## src/rtl/mem_access_unit.sv

```systemverilog
// rtl/mem_access_unit.sv - memory access stage: address select, handshaked read/write, MDR, timeout
module mem_access_unit #(
    parameter int DW      = 12,
    parameter int AW      = 12,
    parameter int TIMEOUT = 15
) (
    input  logic          clk,
    input  logic          rst_n,
    input  logic          mem_read,
    input  logic          mem_write,
    input  logic [1:0]    mem_src,
    input  logic [AW-1:0] pc,
    input  logic [AW-1:0] ea,
    input  logic [AW-1:0] ir_addr,
    input  logic [DW-1:0] wdata,
    output logic [AW-1:0] m_addr,
    output logic [DW-1:0] m_wdata,
    output logic          m_re,
    output logic          m_we,
    input  logic          m_ready,
    input  logic [DW-1:0] m_rdata,
    output logic [DW-1:0] rdata,
    output logic          busy,
    output logic          done,
    output logic          err
);

    typedef enum logic [1:0] {IDLE, RD_WAIT, WR_WAIT, FIN} state_t;

    localparam logic [7:0] TO_LAST = 8'(TIMEOUT - 1);

    state_t        state_q, state_d;
    logic [7:0]    cnt_q, cnt_d;
    logic [AW-1:0] addr_q, addr_d;
    logic [DW-1:0] wdata_q, wdata_d;
    logic [DW-1:0] rdata_q, rdata_d;
    logic          re_q, we_q, busy_q, done_q, err_q;
    logic          err_d;
    logic [AW-1:0] mdr_addr;
    logic [AW-1:0] sel_addr;

    // The MDR doubles as the pointer for indirect addressing.
    generate
        if (DW >= AW) begin : g_mdr_trunc
            assign mdr_addr = rdata_q[AW-1:0];
        end else begin : g_mdr_zext
            assign mdr_addr = {{(AW-DW){1'b0}}, rdata_q};
        end
    endgenerate

    always_comb begin
        sel_addr = pc;
        case (mem_src)
            2'b00: sel_addr = pc;
            2'b01: sel_addr = ea;
            2'b10: sel_addr = ir_addr;
            2'b11: sel_addr = mdr_addr;
        endcase
    end

    always_comb begin
        state_d = state_q;
        cnt_d   = cnt_q;
        addr_d  = addr_q;
        wdata_d = wdata_q;
        rdata_d = rdata_q;
        err_d   = 1'b0;
        case (state_q)
            IDLE: begin
                if (mem_write) begin
                    addr_d  = sel_addr;
                    wdata_d = wdata;
                    cnt_d   = '0;
                    state_d = WR_WAIT;
                end else if (mem_read) begin
                    addr_d  = sel_addr;
                    cnt_d   = '0;
                    state_d = RD_WAIT;
                end
            end
            RD_WAIT, WR_WAIT: begin
                // A late m_ready on the final allowed cycle still wins over the timeout.
                if (m_ready) begin
                    if (state_q == RD_WAIT) begin
                        rdata_d = m_rdata;
                    end
                    state_d = FIN;
                end else if (cnt_q == TO_LAST) begin
                    err_d   = 1'b1;
                    state_d = FIN;
                end else begin
                    cnt_d = cnt_q + 8'd1;
                end
            end
            FIN: begin
                state_d = IDLE;
            end
        endcase
    end

    always_ff @(posedge clk) begin
        if (!rst_n) begin
            state_q <= IDLE;
            cnt_q   <= '0;
            addr_q  <= '0;
            wdata_q <= '0;
            rdata_q <= '0;
            re_q    <= 1'b0;
            we_q    <= 1'b0;
            busy_q  <= 1'b0;
            done_q  <= 1'b0;
            err_q   <= 1'b0;
        end else begin
            state_q <= state_d;
            cnt_q   <= cnt_d;
            addr_q  <= addr_d;
            wdata_q <= wdata_d;
            rdata_q <= rdata_d;
            re_q    <= (state_d == RD_WAIT);
            we_q    <= (state_d == WR_WAIT);
            busy_q  <= (state_d == RD_WAIT) || (state_d == WR_WAIT);
            done_q  <= (state_d == FIN);
            err_q   <= err_d;
        end
    end

    assign m_addr  = addr_q;
    assign m_wdata = wdata_q;
    assign m_re    = re_q;
    assign m_we    = we_q;
    assign rdata   = rdata_q;
    assign busy    = busy_q;
    assign done    = done_q;
    assign err     = err_q;

endmodule

```

## config.mk

```make
export PLATFORM = sky130hd
export DESIGN_NAME = mem_access_unit
export DESIGN_NICKNAME = d
export VERILOG_FILES = /design/src/rtl/mem_access_unit.sv
export SDC_FILE = /design/constraint.sdc
export NUM_CORES = 1
export LEC_CHECK = 0
export BUFFER_PORTS_ARGS = -buffer_cell sky130_fd_sc_hd__buf_2
export CAP_MARGIN = 10
export CORE_MARGIN = 5
export CORE_UTILIZATION = 30
export DETAILED_ROUTE_END_ITERATION = 8
export PLACE_DENSITY_LB_ADDON = 0.08
export REMOVE_ABC_BUFFERS = 1
export SLEW_MARGIN = 20
export SYNTH_ARGS = -nofsm -noshare
export SYNTH_HDL_FRONTEND = slang
export SYNTH_SLANG_ARGS = --single-unit
```

## constraint.sdc

```tcl
create_clock -name clk -period 1.7 [get_ports clk]
set_input_delay 0.17 -clock clk [delete_from_list [all_inputs] [get_ports clk]]
set_output_delay 0.17 -clock clk [all_outputs]
set_load 0.02 [all_outputs]
```

# --- Yosys cells after proc, flatten, opt, wreduce, memory -nomap -nowiden ---
# Index checks and enable logic that the tools add are counted.
totals:
  ff_bits: 51
  latchBits: 0
  ramBits: 0
  rom_bits: 0
  input_bits: 67
  n_memories: 0
classes:
  n_addsub: 1
  n_mul: 0
  div_mod_pow: 0
  magnitude_cmp: 0
  eq_ne: 13
  n_shift: 0
  mux: 14
  bitwise: 2
  reduce_logical: 11
op_table:
  columns: ["operator", "n"]
  rows:
  - ["12-bit case mux with 4 select lines", 1]
  - ["8-bit 2-to-1 mux", 4]
  - ["12-bit 2-to-1 mux", 2]
  - ["8-bit case mux with 2 select lines", 1]
  - ["2-bit equality test (second input constant)", 6]
  - ["8-bit by 1-bit adder with 8-bit output (second input constant)", 1]
  - ["8-bit by 4-bit equality test with 1-bit output (second input constant)", 1]
  - ["2-bit 2-to-1 mux", 4]
  - ["2-bit by 1-bit equality test with 1-bit output (second input constant)", 3]
  - ["2-bit case mux with 3 select lines", 1]
  - ["2-bit zero test", 2]
  - ["2-bit inequality test (second input constant)", 2]
  - ["2-bit AND reduction", 2]
  - ["4-bit AND reduction", 1]
  - ["2-bit nonzero test", 2]
  - ["3-bit inequality test (second input constant)", 1]
  - ["3-bit AND reduction", 1]
  - ["3-bit OR reduction", 1]
  - ["1-bit NOT", 2]
  - ["2-bit OR reduction", 1]
  - ["1-bit logical OR", 1]
  - ["1-bit 2-to-1 mux", 1]

# --- Longest topological paths before layout ---
# Gate-level depths: netlist (run 1).
depth:
  depth_word: 6
  mapped_depth: 9

# --- Worst setup path before layout (run 1) ---
# No wires, ideal clock.
synth_path:
  kind: "register -> register"
  startpoint: "reg state_q[0]"
  endpoint: "reg done_q, in the netlist done"
  setup_ns: 0.115
  arrival_time_ns: 1.689
  t_required_ns: 1.585
  slack_ns: -0.104
  stages_incl_launch_ff: 9
  synth_period_minus_slack_ns: 1.804
  cell_sequence: "dfxtp_1 -> inv_1 -> ha_1 -> buf_6 -> and2b_2 -> a21oi_1 -> o221ai_1 -> ha_1 -> and2_1"
synth_between:
  elab_chain_len: 4
synth_rtl:
  columns: ["item", "line", "source"]
  rows:
  - ["start, declared", "32", "state_t state_q, state_d;"]
  - ["start signal, assigned", "114", "state_q <= state_d;"]
  - ["2-bit by 1-bit equality test with 1-bit output / 2-bit equality test (equally long branches)", "68", "case (state_q)"]
  - ["2-bit OR reduction", "68", null]
  - ["2-bit case mux with 3 select lines (*)", "68", null]
  - ["via state_d[1]", "32", null]
  - ["2-bit equality test (*)", "122", "done_q <= (state_d == FIN);"]
  - ["end signal, assigned", "122", null]
  - ["end, declared", "37", "logic re_q, we_q, busy_q, done_q, err_q;"]
# The timed path passes the listed nets; every way through them passes the cells marked *.
# A chain may end at the register's enable or synchronous reset.

# --- Final worst setup path (run 1) ---
layout_path:
  startpoint: "reg state_q[0]"
  endpoint: "reg done_q, in the netlist done"
layout_between:
  elab_chain_len: 4
layout_rtl:
  columns: ["item", "line"]
  rows:
  - ["2-bit by 1-bit equality test with 1-bit output (tied with other cells)", "68"]
  - ["2-bit OR reduction (tied with other cells)", "68"]
  - ["2-bit case mux with 3 select lines (*)", "68"]
  - ["2-bit equality test (*)", "122"]
# Mark *: on every way between the ends. The rest lies on a longest branch, timed or not.

==> run metrics, run 1 <==
min Tclk post-route=1.73 ns; critical path, cell by cell=inv_2 > ha_4 > and2b_2 > o21ai_1 > o211ai_1 > buf_4 > ha_2 > and2_1; fill count=823; f_max=579 MHz; hold path start=wdata[0]; grt total ovfl=0; pin count of the biggest net entering global routing=32; dpl hpwl=5490 um; Via density=4.64; full die area=0.0103 sq mm; WHS=0.0961 ns; RSZ-0062 raised after global routing=true; synth warn=0; Seq cells post-synth=51; drt first pass iters=4; WP data required=1.91 ns; DR vias=2359; Root Driver=clkbuf_8; CP Max Fanout=7; Mapped Area=0.00252 sq mm; fin worst setup slack=-0.0276 ns; Die Y=102 um; largest area contributor in the netlist=dfxtp_1; Cells after Synth=273; Buffers & Inverters on Critical Path=2; top-area cell type share of the netlist area=40.6%; status=finished, violations left; critical path type=reg -> reg; RePlAce Congestion=0.811; Area Growth Syn to Fin=41.3%; failing checks=negative setup slack; maxcap violations=0; Power Dens Cells=837 mW/mm^2; Clk Latency, worst-skew pair=0.31 ns; P_leak=1.58 nW; H-tree depth=2; Initial Util=30.8%; TritonCTS clock tree=done; Core Region=0.00818 sq mm; Setup crit end kind=register; Critical Path Start=state_q[0]$_SDFF_PN0_; final net count=476; critical path launch point type=register; clk sinks=51; fin crit share=102%; Horiz. Die Dim=102 um; IO Port Bufs=107; synth unique cells=43; sequential share of the synthesized area=40.6%; Area contributors post-synth=dfxtp_1 (41%), nand2_1 (12%), a21boi_0 (11%); most numerous cell in the Yosys netlist=nand2_1; relative slew slack=70.0%; row count=33; # setup viols final=1; Min-Delay Path Class=in -> reg; EDFF count, synth=0; GRT Resource Usage Total=13.8%; Syn Area/Cell=9.22 sq um; Boundary Pins=108; Setup TNS Final=-0.0276 ns; CP top delay family=adder cells; Slew @ Worst Pin=0.450 ns; async set or reset register ratio after synthesis=0%; post-route ant nets=0; TritonCTS buffer count=5; wire per inst=14.5 um; DRT Wirelength=7390 um; worst slack at placement=-0.144 ns; share of cells above drive strength 1=47.9%; placed cell count=491; most instantiated cells after synthesis=nand2_1 (83), dfxtp_1 (51), a21boi_0 (37); Max clock buf depth=2; first-pass GRT wire length=11200 um; slowest cell on the critical path=dfxtp_2; CP arrival=1.94 ns; total power=2.98 mW; final non-filler cell total=508; Max VDD drop=0.000303 V; endpoints failing hold=0; Final Skew=0.0141 ns; RR Startpoint=state_q[0]$_SDFF_PN0_; clk slew on worst S/H paths=0.10 ns; Residual DRC=0; Diodes inserted=0; vias in the first global route=2252; Iter 0 DRT Violations=115; antenna violations before repair=0; Top FF cell, synth=dfxtp_1; CP max stage delay=0.35 ns; final max-slew violation count=0
-- registers in the layout, indices dropped and copies added (netlist names) --
register and flops:
m_addr 12, m_wdata 12, rdata 12, cnt_q 8, state_q 2, busy 1, done 1, err 1
m_re 1, m_we 1
-- metal layers --
layer  routed length [um]  track usage, %
met1                 3440            19.0
met2                 3340            21.8
met3                  543            3.31
met4                   66            3.78
met5                    0               0
-- cells in the final DEF, fill, tap and decap left out, types with 3 or more instances in the layout --
cell      count
clkbuf_8      6
nand4_1       3
inv_2         3
a21boi_0     37
dfxtp_2       3
ha_2          3
buf_4        29
nand2_1      81
o21ai_0       5
inv_1         5
mux4_2       12
and2_1        6
buf_2       107
dfxtp_1      48
-- where the power goes --
part	internal, mW	switching, mW	total (mW)
clock network	0.333	0.425	0.758
registers	1.28	0.0390	1.32
logic	0.429	0.474	0.903
total	2.04	0.937	2.98
-- final timing paths --
check / endpoint / slack [ns] / depth (start not counted)
max: done$_SDFF_PN0_ / -0.03 / 8
min reg2reg: m_addr[6]$_SDFFE_PN0P_ / 0.46 / 2
min: m_wdata[0]$_SDFFE_PN0P_ / 0.1 / 3
max reg2reg: done$_SDFF_PN0_ / -0.03 / 8
-- cells by family (layout without fill, tap and decap cells) --
group | count (synthesis) | count (layout) | share of synthesized area (%)
adders and majority gates | 7 | 7 | 3.48
and+or+nand+nor | 115 | 115 | 21.7
buffers and inverters | 26 | 155 | 5.17
DFF | 51 | 51 | 40.6
AOI/OAI and AO/OA | 62 | 63 | 18.3
muxes | 12 | 12 | 10.7
-- timing repair --
action | in CTS | in global routing
resized for setup | 16 | 14
pin swaps | 4 | 14
gates cloned | 0 | 1
endpoints found under the setup margin | 10 | 8
buffers inserted | 0 | 8
hold buffers | 0 | 0
-- through the flow --
step | instance area [sq um] | utilization [%]
after floorplan | 2420 | -
after global placement | 3280 | 40.1
after detailed placement | 3280 | 40.1
after CTS | 3440 | 42.1
after global routing | 3560 | 43.5
final | 3560 | 43.5
-- worst min-delay path, stage by stage --
cell and delay, ns:
buf_2 0.09, nand2_1 0.04, a21boi_0 0.06
-- area by class of cell --
type                       instances  area (sq um)  area share, %
clock inverter                     2          16.3          0.457
clock buffer                       6          82.6           2.32
inverter                           8          30.0          0.844
tap                              105           131           3.69
timing repair buffer             139           796           22.4
sequential                        51          1020           28.8
multi-input combinational        197          1480           41.5
(Power assumes the default switching activity.)
==> run 2, diff against run 1 <==
--- a/config.mk
+++ b/config.mk
@@ -8,7 +8,7 @@
 export BUFFER_PORTS_ARGS = -buffer_cell sky130_fd_sc_hd__buf_2
 export CAP_MARGIN = 10
 export CORE_MARGIN = 5
-export CORE_UTILIZATION = 30
+export CORE_UTILIZATION = 43
 export DETAILED_ROUTE_END_ITERATION = 8
 export PLACE_DENSITY_LB_ADDON = 0.08
 export REMOVE_ABC_BUFFERS = 1
==> run 2 against run 1 <==
Hold slack got worse by 0.00085 ns; combinational power fell by 6.6%; final cell count fell by 7.1%; the flow now finishes without violations; maximum frequency rose by 3.1%; sequential cell count did not move; critical path depth did not move; non-clock buffer count fell by 3; critical endpoint is now m_we$_SDFF_PN0_; die area fell by 27%; routed wire length fell by 4.1%.
==> run metrics, run 2 (synthesis results as in run 1) <==
Max VDD drop=0.000541 V; maxcap violations=0; Area Growth Syn to Fin=38.0%; final net count=473; Residual DRC=0; full die area=0.00748 sq mm; antenna violations before repair=0; Die Y=86.5 um; clk slew on worst S/H paths=0.09 ns; DRT Wirelength=7090 um; post-route ant nets=0; vias in the first global route=2273; number of cells on the critical path=8; Worst R2R Path Depth=8; CP max stage delay=0.33 ns; IO Port Bufs=107; Core Region=0.00561 sq mm; termination of the worst setup path=m_we$_SDFF_PN0_; CP top delay family=compound AO/OA/AOI/OAI gates; first-pass GRT wire length=11300 um; H-tree depth=2; wire per inst=15.0 um; grt total ovfl=0; Power Dens Cells=885 mW/mm^2; final non-filler cell total=472; CP Max Fanout=4; RR Endpoint=m_we$_SDFF_PN0_; Setup crit end kind=register; Root Driver=clkbuf_8; Slew @ Worst Pin=0.563 ns; worst slack at placement=-0.135 ns; TritonCTS buffer count=5; relative slew slack=62.5%; fin worst setup slack=0.0242 ns; DR vias=2388; drt first pass iters=4; critical path type=reg -> reg; Initial Util=44.9%; share of cells above drive strength 1=45.8%; RR Startpoint=cnt_q[0]$_SDFFE_PN0P_; f_max=597 MHz; most common cell after layout, fill and taps aside=buf_2; P_leak=1.57 nW; slowest cell on the critical path=dfxtp_2; RePlAce Congestion=0.853; row count=27; GRT Resource Usage Total=19.1%; Via density=5.06; critical path, cell by cell=inv_2 > ha_4 > nor4b_4 > a21oi_2 > o211ai_1 > inv_1 > ha_2 > and2_1; CP arrival=1.89 ns; placed cell count=458; min Tclk post-route=1.68 ns; critical path launch point type=register; WHS=0.0952 ns; Buffers & Inverters on Critical Path=2; Design Area, Final=0.00347 sq mm; Horiz. Die Dim=86.5 um; Final Skew=0.00327 ns; final max-slew violation count=0; Iter 0 DRT Violations=75; fin crit share=98.6%; Clk Latency, worst-skew pair=0.31 ns; # setup viols final=0; status=complete, no violations; WP data required=1.92 ns; endpoints failing hold=0; Boundary Pins=108; most frequent cells in the layout=buf_2 (107), nand2_1 (82), dfxtp_1 (49); dpl hpwl=5320 um; TritonCTS clock tree=done; Critical Path Start=cnt_q[0]$_SDFFE_PN0P_; RSZ-0062 raised after global routing=true; pin count of the biggest net entering global routing=37; Worst R2R Setup Slack=0.02 ns; Min-Delay Path Class=in -> reg; clk sinks=51; Diodes inserted=0; Max clock buf depth=2; Area after DPL=0.00322 sq mm
[run 2: report_power, final]
part	internal (mW)	switching, mW	total (mW)	leakage [nW]
sequential	1.28	0.0434	1.32	0.417
clock	0.485	0.425	0.910	0.0618
combinational	0.394	0.450	0.843	1.09
[run 2: per-layer routing]
layer  global-route usage (%)  up-vias  share of wire [%]
li1                         -     1200                  -
met2                     31.8       58                 49
met4                     4.53        0               0.93
met1                     25.3     1124                 44
met5                        0        -                  0
met3                     4.18        6                6.1
[run 2: cell type report]
cell class,count,area [sq um]
clock inverter,2,38.8
clock buffer,6,82.6
inverter,8,30.0
sequential,51,1020
multi-input combinational,197,1450
fill,537,2130
timing repair buffer,136,761
tap,72,90.1
[run 2: what timing repair did]
| item | CTS | global route |
|---|---|---|
| hold buffers | 0 | 0 |
| cloned | 0 | 1 |
| buffers inserted | 1 | 4 |
| pin swaps | 2 | 7 |
| setup endpoints to repair | 9 | 10 |
| gates resized for setup | 11 | 10 |
[run 2: worst min-delay path by stage]
| stage | from | to | slack, ns | cells past startpoint |
|---|---|---|---|---|
| 6_report | m_rdata[6] | rdata[6]$_SDFFE_PN0P_ | 0.1 | 3 |
| 3_3_place_gp | m_rdata[6] | rdata[6]$_SDFFE_PN0P_ | 0.42 | 3 |
| 4_1_cts | m_rdata[6] | rdata[6]$_SDFFE_PN0P_ | 0.09 | 3 |
| 5_1_grt | m_rdata[2] | rdata[2]$_SDFFE_PN0P_ | 0.08 | 3 |
| 2_1_floorplan | m_ready | err$_SDFF_PP0_ | 0.25 | 1 |
| 3_5_place_dp | wdata[11] | m_wdata[11]$_SDFFE_PN0P_ | 0.43 | 3 |
[run 2: worst min-delay path: stages]
cell and delay (ns):
buf_2 0.09, nand2_1 0.04, a21boi_0 0.06
[run 2: per-stage QoR]
| step | power (mW) | setup TNS (ns) | util, % |
|---|---|---|---|
| 6_report | 3.07 | 0 | 61.9 |
| 5_1_grt | 3.24 | -0.323 | 61.9 |
| 4_1_cts | 3.04 | -0.0268 | 60.8 |
| 3_5_place_dp | 2.09 | -0.690 | 57.5 |
| 3_3_place_gp | 2.08 | -0.358 | 57.5 |
| 2_1_floorplan | 1.74 | -0.535 | - |
==> run 3, diff against run 2 <==
--- a/config.mk
+++ b/config.mk
@@ -5,8 +5,10 @@
 export SDC_FILE = /design/constraint.sdc
 export NUM_CORES = 1
 export LEC_CHECK = 0
+export ABC_CLOCK_PERIOD_IN_PS = 1700
 export BUFFER_PORTS_ARGS = -buffer_cell sky130_fd_sc_hd__buf_2
 export CAP_MARGIN = 10
+export CORE_ASPECT_RATIO = 1.4
 export CORE_MARGIN = 5
 export CORE_UTILIZATION = 43
 export DETAILED_ROUTE_END_ITERATION = 8
==> run 3 against run 2 <==
The run now ends with negative setup slack left; die area rose by 0.29%; sequential power about the same; sequential cell count is the same; non-clock buffer count grew 1; critical path type unchanged; global-route usage is 0.87 points lower; combinational power is 7.5% higher; register-to-register slack lost 0.03 ns; setup slack worse by 0.028 ns; critical endpoint unchanged; count of clock-buffer cells in the layout did not move; final cell count is 0.21% lower; largest power group unchanged.
==> run metrics, run 3 (synthesis results as in run 1) <==
CP arrival=1.91 ns; final non-filler cell total=471; most frequent cells in the layout=buf_2 (107), nand2_1 (81), dfxtp_1 (47); Area Growth Syn to Fin=38.7%; DR vias=2430; row count=33; Switch Pwr=0.911 mW; CTS Hold Bufs=0; critical path launch point type=register; pin count of the biggest net entering global routing=44; RSZ-0062 raised after global routing=true; wire per inst=14.7 um; full die area=0.00750 sq mm; most common cell after layout, fill and taps aside=buf_2; Root Driver=clkbuf_8; Setup crit end kind=register; placed cell count=456; Clk Latency, worst-skew pair=0.30 ns; hold path start=wdata[9]; Final Skew=0.00918 ns; final net count=474; Clock power frac=23.5%; RePlAce Congestion=0.873; Max VDD drop=0.000503 V; Diodes inserted=0; post-route ant nets=0; fin crit share=100%; drt first pass iters=4; relative slew slack=56.2%; antenna violations before repair=0; final max-slew violation count=0; maxcap violations=0; Slew @ Worst Pin=0.657 ns; WP data required=1.91 ns; Int Pwr=1.99 mW; worst slack at placement=-0.148 ns; total area of sequential cells=0.00103 sq mm; H-tree depth=2; dpl hpwl=5050 um; Die Y=101 um; endpoints failing hold=0; vias in the first global route=2335; Gate power share=31.2%; Worst R2R Setup Slack=-0.004 ns; status=finished, violations left; fill count=539; share of cells above drive strength 1=47.9%; Initial Util=43.5%; first-pass GRT wire length=10700 um; Core Region=0.00578 sq mm; GRT Resource Usage Total=18.2%; area occupied by multi-input gates=0.00149 sq mm; Max clock buf depth=2; TritonCTS clock tree=done; grt total ovfl=0; Critical Path Start=cnt_q[0]$_SDFFE_PN0P_; RR Startpoint=cnt_q[0]$_SDFFE_PN0P_; DRT Wirelength=6910 um; # setup viols final=1; IO Port Bufs=107; Boundary Pins=108; fin worst setup slack=-0.00391 ns; Residual DRC=0; f_max=587 MHz; clk slew on worst S/H paths=0.09 ns; clk sinks=51; TritonCTS buffer count=5; Via density=5.16; Power Dens Cells=832 mW/mm^2; Iter 0 DRT Violations=116; Min-Delay Path Class=in -> reg; failing checks=negative setup slack; Flop pwr share=45.3%; CP Max Fanout=4; P_leak=1.57 nW; critical path type=reg -> reg; Sw Share=31.4%; Horiz. Die Dim=74.7 um; min Tclk post-route=1.70 ns
==> run 3: what timing repair did <==
item,4_1_cts,5_1_grt
gates cloned,1,0
gates resized for setup,17,16
pin swaps,4,9
setup buffers,4,2
endpoints found under the setup margin,10,11
==> run 3: area by class of cell <==
cell class / count / area share [%]
multi-input combinational: 197 / 42.6
sequential: 51 / 29.4
timing repair buffer: 137 / 22.2
tap: 70 / 2.51
clock buffer: 6 / 2.08
inverter: 8 / 0.861
clock inverter: 2 / 0.359
==> run 3: layer usage <==
layer / vias to the layer above / global-route usage [%] / routed length (um)
met4: 0 / 7.40 / 114
met5: - / 0 / 0
li1: 1208 / - / -
met2: 77 / 32.4 / 3600
met3: 10 / 2.99 / 480
met1: 1135 / 21.1 / 2710
==> run 3: worst paths after layout <==
| check | cells after the start | to |
|---|---|---|
| worst max-delay path | 9 | m_we$_SDFF_PN0_ |
| worst min register to register | 2 | m_addr[8]$_SDFFE_PN0P_ |
| worst min-delay path | 3 | m_wdata[9]$_SDFFE_PN0P_ |
| worst max register to register | 9 | m_we$_SDFF_PN0_ |
==> run 3: power groups by stage <==
stage                     sequential [mW]  combinational [mW]  clock, mW
after floorplan                      1.43               0.311          0
after global placement               1.34               0.752          0
after detailed placement             1.34               0.762          0
after CTS                            1.31               0.849      0.716
after global routing                 1.32                1.00      0.755
final                                1.31               0.906      0.683
==> run 3: stage by stage <==
| step | utilization [%] | TNS [ns] | hold slack [ns] | area, sq um | total power, mW |
|---|---|---|---|---|---|
| final | 60.4 | -0.00391 | 0.111 | 3490 | 2.90 |
| after global routing | 60.4 | -0.364 | 0.101 | 3490 | 3.08 |
| after CTS | 59.0 | -0.125 | 0.0957 | 3410 | 2.88 |
| after detailed placement | 55.7 | -0.765 | 0.430 | 3220 | 2.10 |
| after global placement | 55.7 | -0.410 | 0.422 | 3220 | 2.09 |
| after floorplan | - | -0.535 | 0.247 | 2420 | 1.74 |
==> run 3: worst max-delay path: stages (launching register included) <==
cell and delay [ns]:
dfxtp_2 0.33, inv_2 0.07, ha_4 0.11, nor4b_4 0.27
a21oi_2 0.13, o211ai_1 0.19, buf_4 0.18, inv_2 0.05
ha_4 0.15, and2_4 0.14
